<file path="src/rtl/icache_refill_ctrl.sv">
// ---------------------------------------------------------------------------
// icache_refill_ctrl
//   Sequencing controller for a 4-way, 128-set instruction cache with 64 B
//   lines.
//   - Takes fetch requests and issues tag lookups. Results come back one
//     cycle after the lookup is driven.
//   - On a miss it allocates a victim way and reads the line from memory as
//     four 128-bit beats. Each beat is written into the cache, and then the
//     lookup is replayed.
//   Optional build macro ICACHE_PERF_EN adds the hit/miss/refill-cycle
//   performance counters perf_hits, perf_misses and perf_refill_cycles.
// ---------------------------------------------------------------------------
module icache_refill_ctrl #(
    parameter int ADDR_W = 32,
    parameter int BEATS  = 4
) (
    input  logic                clk,
    input  logic                rst_n,
    // fetch front end
    input  logic                fetch_req,
    input  logic [ADDR_W-1:0]   fetch_addr,
    input  logic                fetch_flush,
    output logic                fetch_accept,
    output logic                fetch_valid,
    output logic [31:0]         fetch_instr,
    // cache lookup / write port
    output logic                c_r,
    output logic                c_tagcheck,
    output logic [6:0]          c_r_index,
    output logic [ADDR_W-14:0]  c_r_tag,
    output logic [5:0]          c_r_line,
    output logic                c_w,
    output logic [6:0]          c_w_index,
    output logic [ADDR_W-14:0]  c_w_tag,
    output logic [5:0]          c_w_line,
    output logic [1:0]          c_w_way,
    output logic [127:0]        c_w_data,
    output logic [1:0]          c_flushtype,
    input  logic                c_hit,
    input  logic [1:0]          c_way,
    input  logic [127:0]        c_data_out,
    // memory read port
    output logic                mem_req,
    output logic [ADDR_W-1:0]   mem_addr,
    input  logic                mem_ready,
    input  logic                mem_rvalid,
    input  logic [127:0]        mem_rdata
`ifdef ICACHE_PERF_EN
    ,
    output logic [31:0]         perf_hits,
    output logic [31:0]         perf_misses,
    output logic [31:0]         perf_refill_cycles
`endif
);

    localparam logic [2:0] S_IDLE    = 3'd0;
    localparam logic [2:0] S_LOOKUP  = 3'd1;
    localparam logic [2:0] S_ALLOC   = 3'd2;
    localparam logic [2:0] S_ALLOC_W = 3'd3;
    localparam logic [2:0] S_MREQ    = 3'd4;
    localparam logic [2:0] S_REFILL  = 3'd5;
    localparam logic [2:0] S_REPLAY  = 3'd6;

    localparam logic [1:0] LAST_BEAT = 2'(BEATS - 1);

    logic [2:0]        r_state;
    logic [ADDR_W-1:0] r_addr;
    logic [1:0]        r_victim;
    logic [1:0]        r_cnt;
    logic              r_kill;

    logic [2:0]        w_next;
    logic              w_latch;
    logic [ADDR_W-1:0] w_rd_addr;
    logic              w_set_kill;
    logic              w_alloc_entry;

    assign c_flushtype = 2'b00;

    // Next-state decode plus every strobe and address field toward the cache,
    // memory and fetch stage.
    always_comb begin
        // NOTE: every output of this block gets a default first, so no path
        // through the case statement can leave a value held (no latches).
        w_next        = r_state;
        w_latch       = 1'b0;
        w_rd_addr     = '0;
        w_set_kill    = 1'b0;
        w_alloc_entry = 1'b0;
        fetch_accept  = 1'b0;
        fetch_valid   = 1'b0;
        fetch_instr   = '0;
        c_r           = 1'b0;
        c_tagcheck    = 1'b0;
        c_w           = 1'b0;
        c_w_index     = '0;
        c_w_tag       = '0;
        c_w_line      = '0;
        c_w_way       = '0;
        c_w_data      = '0;
        mem_req       = 1'b0;
        mem_addr      = '0;

        case (r_state)
            S_IDLE: begin
                // The reset term keeps accept/lookup quiet while rst_n is
                // held, even if the front end is already requesting.
                if (rst_n && fetch_req && !fetch_flush) begin
                    fetch_accept = 1'b1;
                    c_r          = 1'b1;
                    w_rd_addr    = fetch_addr;
                    w_latch      = 1'b1;
                    w_next       = S_LOOKUP;
                end
            end
            S_LOOKUP: begin
                if (fetch_flush) begin
                    w_next = S_IDLE;
                end else if (c_hit) begin
                    fetch_valid = 1'b1;
                    fetch_instr = c_data_out[{r_addr[3:2], 5'b0} +: 32];
                    if (fetch_req) begin
                        fetch_accept = 1'b1;
                        c_r          = 1'b1;
                        w_rd_addr    = fetch_addr;
                        w_latch      = 1'b1;
                    end else begin
                        w_next = S_IDLE;
                    end
                end else begin
                    w_alloc_entry = 1'b1;
                    w_next        = S_ALLOC;
                end
            end
            S_ALLOC: begin
                c_r        = 1'b1;
                c_tagcheck = 1'b1;
                w_rd_addr  = r_addr;
                w_set_kill = fetch_flush;
                w_next     = S_ALLOC_W;
            end
            S_ALLOC_W: begin
                w_set_kill = fetch_flush;
                w_next     = S_MREQ;
            end
            S_MREQ: begin
                mem_req    = 1'b1;
                mem_addr   = {r_addr[ADDR_W-1:6], 6'b0};
                w_set_kill = fetch_flush;
                if (mem_ready) begin
                    w_next = S_REFILL;
                end
            end
            S_REFILL: begin
                w_set_kill = fetch_flush;
                if (mem_rvalid) begin
                    c_w       = 1'b1;
                    c_w_index = r_addr[12:6];
                    c_w_tag   = r_addr[ADDR_W-1:13];
                    c_w_line  = {r_cnt, 4'b0};
                    c_w_way   = r_victim;
                    c_w_data  = mem_rdata;
                    if (r_cnt == LAST_BEAT) begin
                        // A flush on the final beat counts as well.
                        w_next = (r_kill || fetch_flush) ? S_IDLE : S_REPLAY;
                    end
                end
            end
            S_REPLAY: begin
                if (fetch_flush) begin
                    w_next = S_IDLE;
                end else begin
                    c_r       = 1'b1;
                    w_rd_addr = r_addr;
                    w_next    = S_LOOKUP;
                end
            end
            default: w_next = S_IDLE;
        endcase
    end

    assign c_r_index = w_rd_addr[12:6];
    assign c_r_tag   = w_rd_addr[ADDR_W-1:13];
    assign c_r_line  = w_rd_addr[5:0];

    // State register, latched fetch address, victim way, beat counter and
    // kill flag.
    always_ff @(posedge clk or negedge rst_n) begin
        if (!rst_n) begin
            r_state  <= S_IDLE;
            r_addr   <= '0;
            r_victim <= '0;
            r_cnt    <= '0;
            r_kill   <= 1'b0;
        end else begin
            // NOTE: sequential state uses non-blocking assignments only, so
            // every register samples pre-edge values regardless of order.
            r_state <= w_next;
            if (w_latch) begin
                r_addr <= fetch_addr;
            end
            if (r_state == S_ALLOC_W) begin
                r_victim <= c_way;
            end
            if (r_state == S_MREQ && mem_ready) begin
                r_cnt <= '0;
            end else if (r_state == S_REFILL && mem_rvalid) begin
                r_cnt <= r_cnt + 2'd1;
            end
            if (r_state == S_IDLE) begin
                r_kill <= 1'b0;
            end else if (w_set_kill) begin
                r_kill <= 1'b1;
            end
        end
    end

`ifdef ICACHE_PERF_EN
    logic [31:0] r_perf_hits;
    logic [31:0] r_perf_misses;
    logic [31:0] r_perf_refill_cycles;

    // Free-running event counters; each wraps naturally at 2^32.
    always_ff @(posedge clk or negedge rst_n) begin
        if (!rst_n) begin
            r_perf_hits          <= '0;
            r_perf_misses        <= '0;
            r_perf_refill_cycles <= '0;
        end else begin
            if (fetch_valid) begin
                r_perf_hits <= r_perf_hits + 32'd1;
            end
            if (w_alloc_entry) begin
                r_perf_misses <= r_perf_misses + 32'd1;
            end
            if (r_state == S_MREQ || r_state == S_REFILL) begin
                r_perf_refill_cycles <= r_perf_refill_cycles + 32'd1;
            end
        end
    end

    assign perf_hits          = r_perf_hits;
    assign perf_misses        = r_perf_misses;
    assign perf_refill_cycles = r_perf_refill_cycles;
`endif

endmodule

</file>
<file path="config.mk">
export PLATFORM = sky130hd
export DESIGN_NAME = icache_refill_ctrl
export DESIGN_NICKNAME = d
export VERILOG_FILES = /design/src/rtl/icache_refill_ctrl.sv
export SDC_FILE = /design/constraint.sdc
export NUM_CORES = 1
export LEC_CHECK = 0
export BUFFER_PORTS_ARGS = -buffer_cell sky130_fd_sc_hd__buf_2
export CORE_AREA = 2 2 221 223
export DETAILED_ROUTE_END_ITERATION = 6
export DIE_AREA = 0 0 223 225
export PLACE_DENSITY = 0.3
export SETUP_SLACK_MARGIN = 0.3
export SLEW_MARGIN = 40
export SYNTH_ARGS = -nofsm -noshare
export SYNTH_HDL_FRONTEND = slang
export SYNTH_SLANG_ARGS = --single-unit
</file>
<file path="constraint.sdc">
create_clock -name clk -period 1.74 [get_ports clk]
set_input_delay 0.261 -clock clk [delete_from_list [all_inputs] [get_ports clk]]
set_output_delay 0.261 -clock clk [all_outputs]
set_load 0.01 [all_outputs]
</file>
==> results.rst <==
.. list-table::
   :header-rows: 1

   * - Metric
     - Value
   * - Clock Power Share
     - around 8.5%
   * - Number of distinct library cell variants in the gate-level netlist after synthesis
     - 37
   * - Rows
     - 80
   * - Detailed router's first-iteration violation count
     - about 210
   * - Share of flip-flops with an asynchronous set or reset after synthesis
     - 100%
   * - Sequential Power Share
     - between 10% and 20%
   * - Sequential fraction of the synthesis area
     - roughly 23%
   * - Wire length on met1
     - roughly 13 mm
   * - Cell area after synthesis
     - roughly 0.0043 mm2
   * - Status
     - finished, violations left
   * - Post-synthesis cell count
     - between 400 and 500
   * - TritonCTS sink count
     - 40
   * - Pin count of the biggest net entering global routing
     - between 40 and 50
   * - DRC violation count after routing
     - 0
   * - Worst Path Buf+Inv
     - 5
   * - Layout overhead on the synthesized area
     - 168%
   * - Data required time at the worst endpoint
     - between 1000 and 1500 ps
   * - Number of global-route vias before repair
     - 5490
   * - DR top layer
     - met5
   * - Clk slew on worst S/H paths
     - around 70 ps
   * - Clk buf depth
     - 2
   * - Flip-flop and latch count after synthesis
     - 40
   * - Number of placed I/O pins
     - 563
   * - Int Pwr
     - a little under 9 mW
   * - IO Port Bufs
     - 550
   * - Commonest cells after routing, fill and taps aside
     - 350 x sky130_fd_sc_hd__buf_2, 219 x sky130_fd_sc_hd__buf_6, 162 x sky130_fd_sc_hd__and2_4
   * - Cell Chain, Critical Path
     - buf_4 > buf_6 > nand2b_4 > a21oi_4 > buf_12 > clkbuf_16 > or2_4 > buf_6
   * - Crit share post-route
     - 117%
   * - Clock Latency Late Sink
     - a little over 300 ps
   * - Number of nets still failing antenna checks after routing
     - 0
   * - Switching power
     - 5.02 mW
   * - Final Instance Area
     - 0.0116 mm2
   * - Nets
     - 1378
   * - CTS buffer count
     - 5
   * - Count of endpoints failing hold in the final timing report
     - 0
   * - Maximum vdd drop
     - roughly 0.56 mV
   * - Final worst hold slack
     - between 100 and 150 ps
   * - Max Clk Rate
     - 0.492 GHz
   * - Routed met3 length
     - around 1.7 mm
   * - Tightest Hold Check Type
     - input port to flip-flop
   * - Crit path launch type
     - flip-flop
   * - Share of final-layout standard cells stronger than drive strength 1
     - between 80% and 90%
   * - Starting density of the core
     - 9.13%
   * - Per-instance average area after synthesis
     - 9.60 um2
   * - Slowest cell delay on critical path
     - roughly 440 ps
   * - EDFF count, synth
     - 0
   * - Most frequent CP cell
     - sky130_fd_sc_hd__buf_6
   * - Logic pwr share
     - ~78%
   * - Most frequent standard cell in the layout excluding fill and tap cells
     - sky130_fd_sc_hd__buf_2
   * - Setup Viol. Count Final
     - 260
   * - Max-Slew Margin vs Limit
     - a little under 60%
   * - RSZ-0062 raised after global routing
     - true
   * - Final weighted congestion of routability-driven global placement
     - 0.871
   * - Yosys warnings
     - 0
   * - Kind of cell adding the most delay to the critical path
     - buffers and inverters
   * - Power per cell area
     - 1180 mW/mm2
   * - Tightest Pin Transition
     - around 610 ps
   * - CTS tree
     - yes
   * - Core ar.
     - approximately 0.048 mm2
   * - Worst Slack Setup Final
     - -293 ps
   * - Die area
     - 0.0502 mm2
   * - Wire length reported by the detailed router
     - 31.0 mm
   * - Fill cell total of the finished layout
     - 5126
   * - DIE HEIGHT
     - 225 um
   * - Antenna violations before repair
     - 5
   * - Length of the first detailed-routing pass in iterations
     - 4
   * - Overall overflow remaining after global route
     - 0
   * - Main synth FF type
     - sky130_fd_sc_hd__dfrtp_1
   * - Wire length of the first global-routing pass
     - about 37 mm
   * - # H-tree levels
     - 2
   * - Detailed placement HPWL
     - roughly 22 mm
   * - Critical Path Fanout Max
     - 5
   * - Clock skew after layout
     - around 9.9 ps
   * - CP Capture Type
     - output pin
   * - Number of vias per cell
     - around 3.5
   * - Detail Route met2 WL
     - roughly 16 mm
   * - Type of the worst setup path
     - flip-flop to output pin
   * - Die span in x
     - between 200 and 250 um
   * - Max_cap viols
     - 0
   * - Arr. time, crit path
     - around 1800 ps
   * - Routed via count
     - 5953
   * - Clock Root Buffer
     - sky130_fd_sc_hd__clkbuf_16
   * - Average wire length per cell after detail routing
     - ~18 um
   * - Violated checks
     - negative setup slack
   * - Slowest stage cell, crit path
     - sky130_fd_sc_hd__dfrtp_2
   * - Leakage power total
     - approximately 5.7 nW
   * - Switching power share of the total
     - a little over a third
   * - Slew Viols, Final
     - 0
   * - Total power after layout
     - 13.8 mW
   * - Post-layout minimum cycle time
     - 2030 ps
   * - GRT Total Usage
     - roughly a tenth
   * - Number of hold buffers added after cts
     - 0
   * - Placed standard-cell area
     - between 0.008 and 0.009 mm2
[path summary, 6_finish.rpt]
| check | startpoint | endpoint | slack (ps) | cells after the start |
|---|---|---|---|---|
| worst max-delay path | r_state[1]$_DFFE_PN0P_ | c_r | -290 | 8 |
| worst min-delay path | mem_ready | r_cnt[0]$_DFFE_PN0P_ | 140 | 2 |
| worst max register to register | r_state[1]$_DFFE_PN0P_ | r_addr[26]$_DFFE_PN0P_ | -80 | 8 |
| worst min register to register | r_victim[0]$_DFFE_PN0P_ | r_victim[0]$_DFFE_PN0P_ | 510 | 1 |
| max in group asynchronous | rst_n | r_state[2]$_DFFE_PN0P_ | 1130 | 2 |
| min in group asynchronous | rst_n | r_addr[24]$_DFFE_PN0P_ | 150 | 2 |
[per-layer routing]
metal	track usage, %	vias up
li1	-	2791
met1	12.9	2907
met3	1.98	22
met2	16.9	227
met4	1.47	6
met5	0	-
[worst reg2reg max path, cell delays in order, from the launching register on]
cell and delay, ps:
sky130_fd_sc_hd__dfrtp_2 440, sky130_fd_sc_hd__nor2_4 110, sky130_fd_sc_hd__nand3b_1 150, sky130_fd_sc_hd__a21oi_4 170, sky130_fd_sc_hd__buf_12 150, sky130_fd_sc_hd__buf_4 130
sky130_fd_sc_hd__buf_16 110, sky130_fd_sc_hd__buf_4 120, sky130_fd_sc_hd__mux2_2 330
[flip-flops by register name (all words and copies together) (netlist names)]
| name | count |
|---|---|
| r_addr | 32 |
| r_state | 3 |
| r_cnt | 2 |
| r_victim | 2 |
| r_kill | 1 |
[repair_timing]
item | in CTS | in global routing
endpoints found under the setup margin | 290 | 293
gates cloned | 6 | 31
buffers inserted | 15 | 21
pin swaps | 6 | 125
resized for setup | 66 | 415
[synth_stat cells, types with 2 or more instances]
cell type | n | share of area [%]
sky130_fd_sc_hd__mux2_4 | 5 | 1.7
sky130_fd_sc_hd__and2_1 | 184 | 27
sky130_fd_sc_hd__mux2_2 | 28 | 7.3
sky130_fd_sc_hd__buf_2 | 21 | 2.4
sky130_fd_sc_hd__nand3b_1 | 3 | 0.52
sky130_fd_sc_hd__nand2_1 | 5 | 0.43
sky130_fd_sc_hd__nor2_4 | 2 | 0.52
sky130_fd_sc_hd__a22o_1 | 32 | 6.5
sky130_fd_sc_hd__a31oi_1 | 2 | 0.29
sky130_fd_sc_hd__mux4_2 | 32 | 17
sky130_fd_sc_hd__a21oi_1 | 5 | 0.58
sky130_fd_sc_hd__nand3_1 | 2 | 0.23
sky130_fd_sc_hd__clkbuf_1 | 12 | 1.0
sky130_fd_sc_hd__nand2b_1 | 3 | 0.43
sky130_fd_sc_hd__nor2b_1 | 33 | 4.8
sky130_fd_sc_hd__buf_4 | 19 | 3.3
sky130_fd_sc_hd__nor2_1 | 5 | 0.43
sky130_fd_sc_hd__dfrtp_1 | 40 | 23
[cell type report]
type                       count  area (um2)  share of cell area (%)
timing repair buffer         664        5880                    50.6
sequential                    40        1000                    8.64
clock buffer                   5         125                    1.08
tap                          615         769                    6.62
inverter                       1        6.26                  0.0538
clock inverter                 3        46.3                   0.398
multi-input combinational    368        3790                    32.6
antenna                        1        2.50                  0.0215
[logic make-up after synthesis]
group | share of synthesized area [%]
AND/OR/NAND/NOR | 34.5
multiplexers | 26.1
buffers and inverters | 7.21
AO/OA/AOI/OAI | 8.59
flip-flops | 23.1
adder cells (fa/ha/maj) | 0.288
other | 0.0864
XOR/XNOR | 0.202
[power by group through the flow]
stage | Combinational (mW) | Sequential [mW] | Clock [mW]
after floorplan | 3.96 | 1.66 | 0
after global placement | 6.42 | 1.91 | 0
after detailed placement | 6.35 | 1.90 | 0
after CTS | 7.21 | 1.88 | 1.21
after global routing | 11.3 | 2.01 | 1.24
final | 10.7 | 1.92 | 1.16
[through the flow]
stage	TNS, ps	setup slack, ps	cells	utilization, %
2_1_floorplan	0	165	463	-
3_3_place_gp	-3780	-213	1615	17.3
3_5_place_dp	-3970	-179	1615	17.3
4_1_cts	-63170	-325	1644	19.1
5_1_grt	-78180	-380	1697	24.5
6_report	-58490	-293	1697	24.5
(Power assumes the default switching activity.)
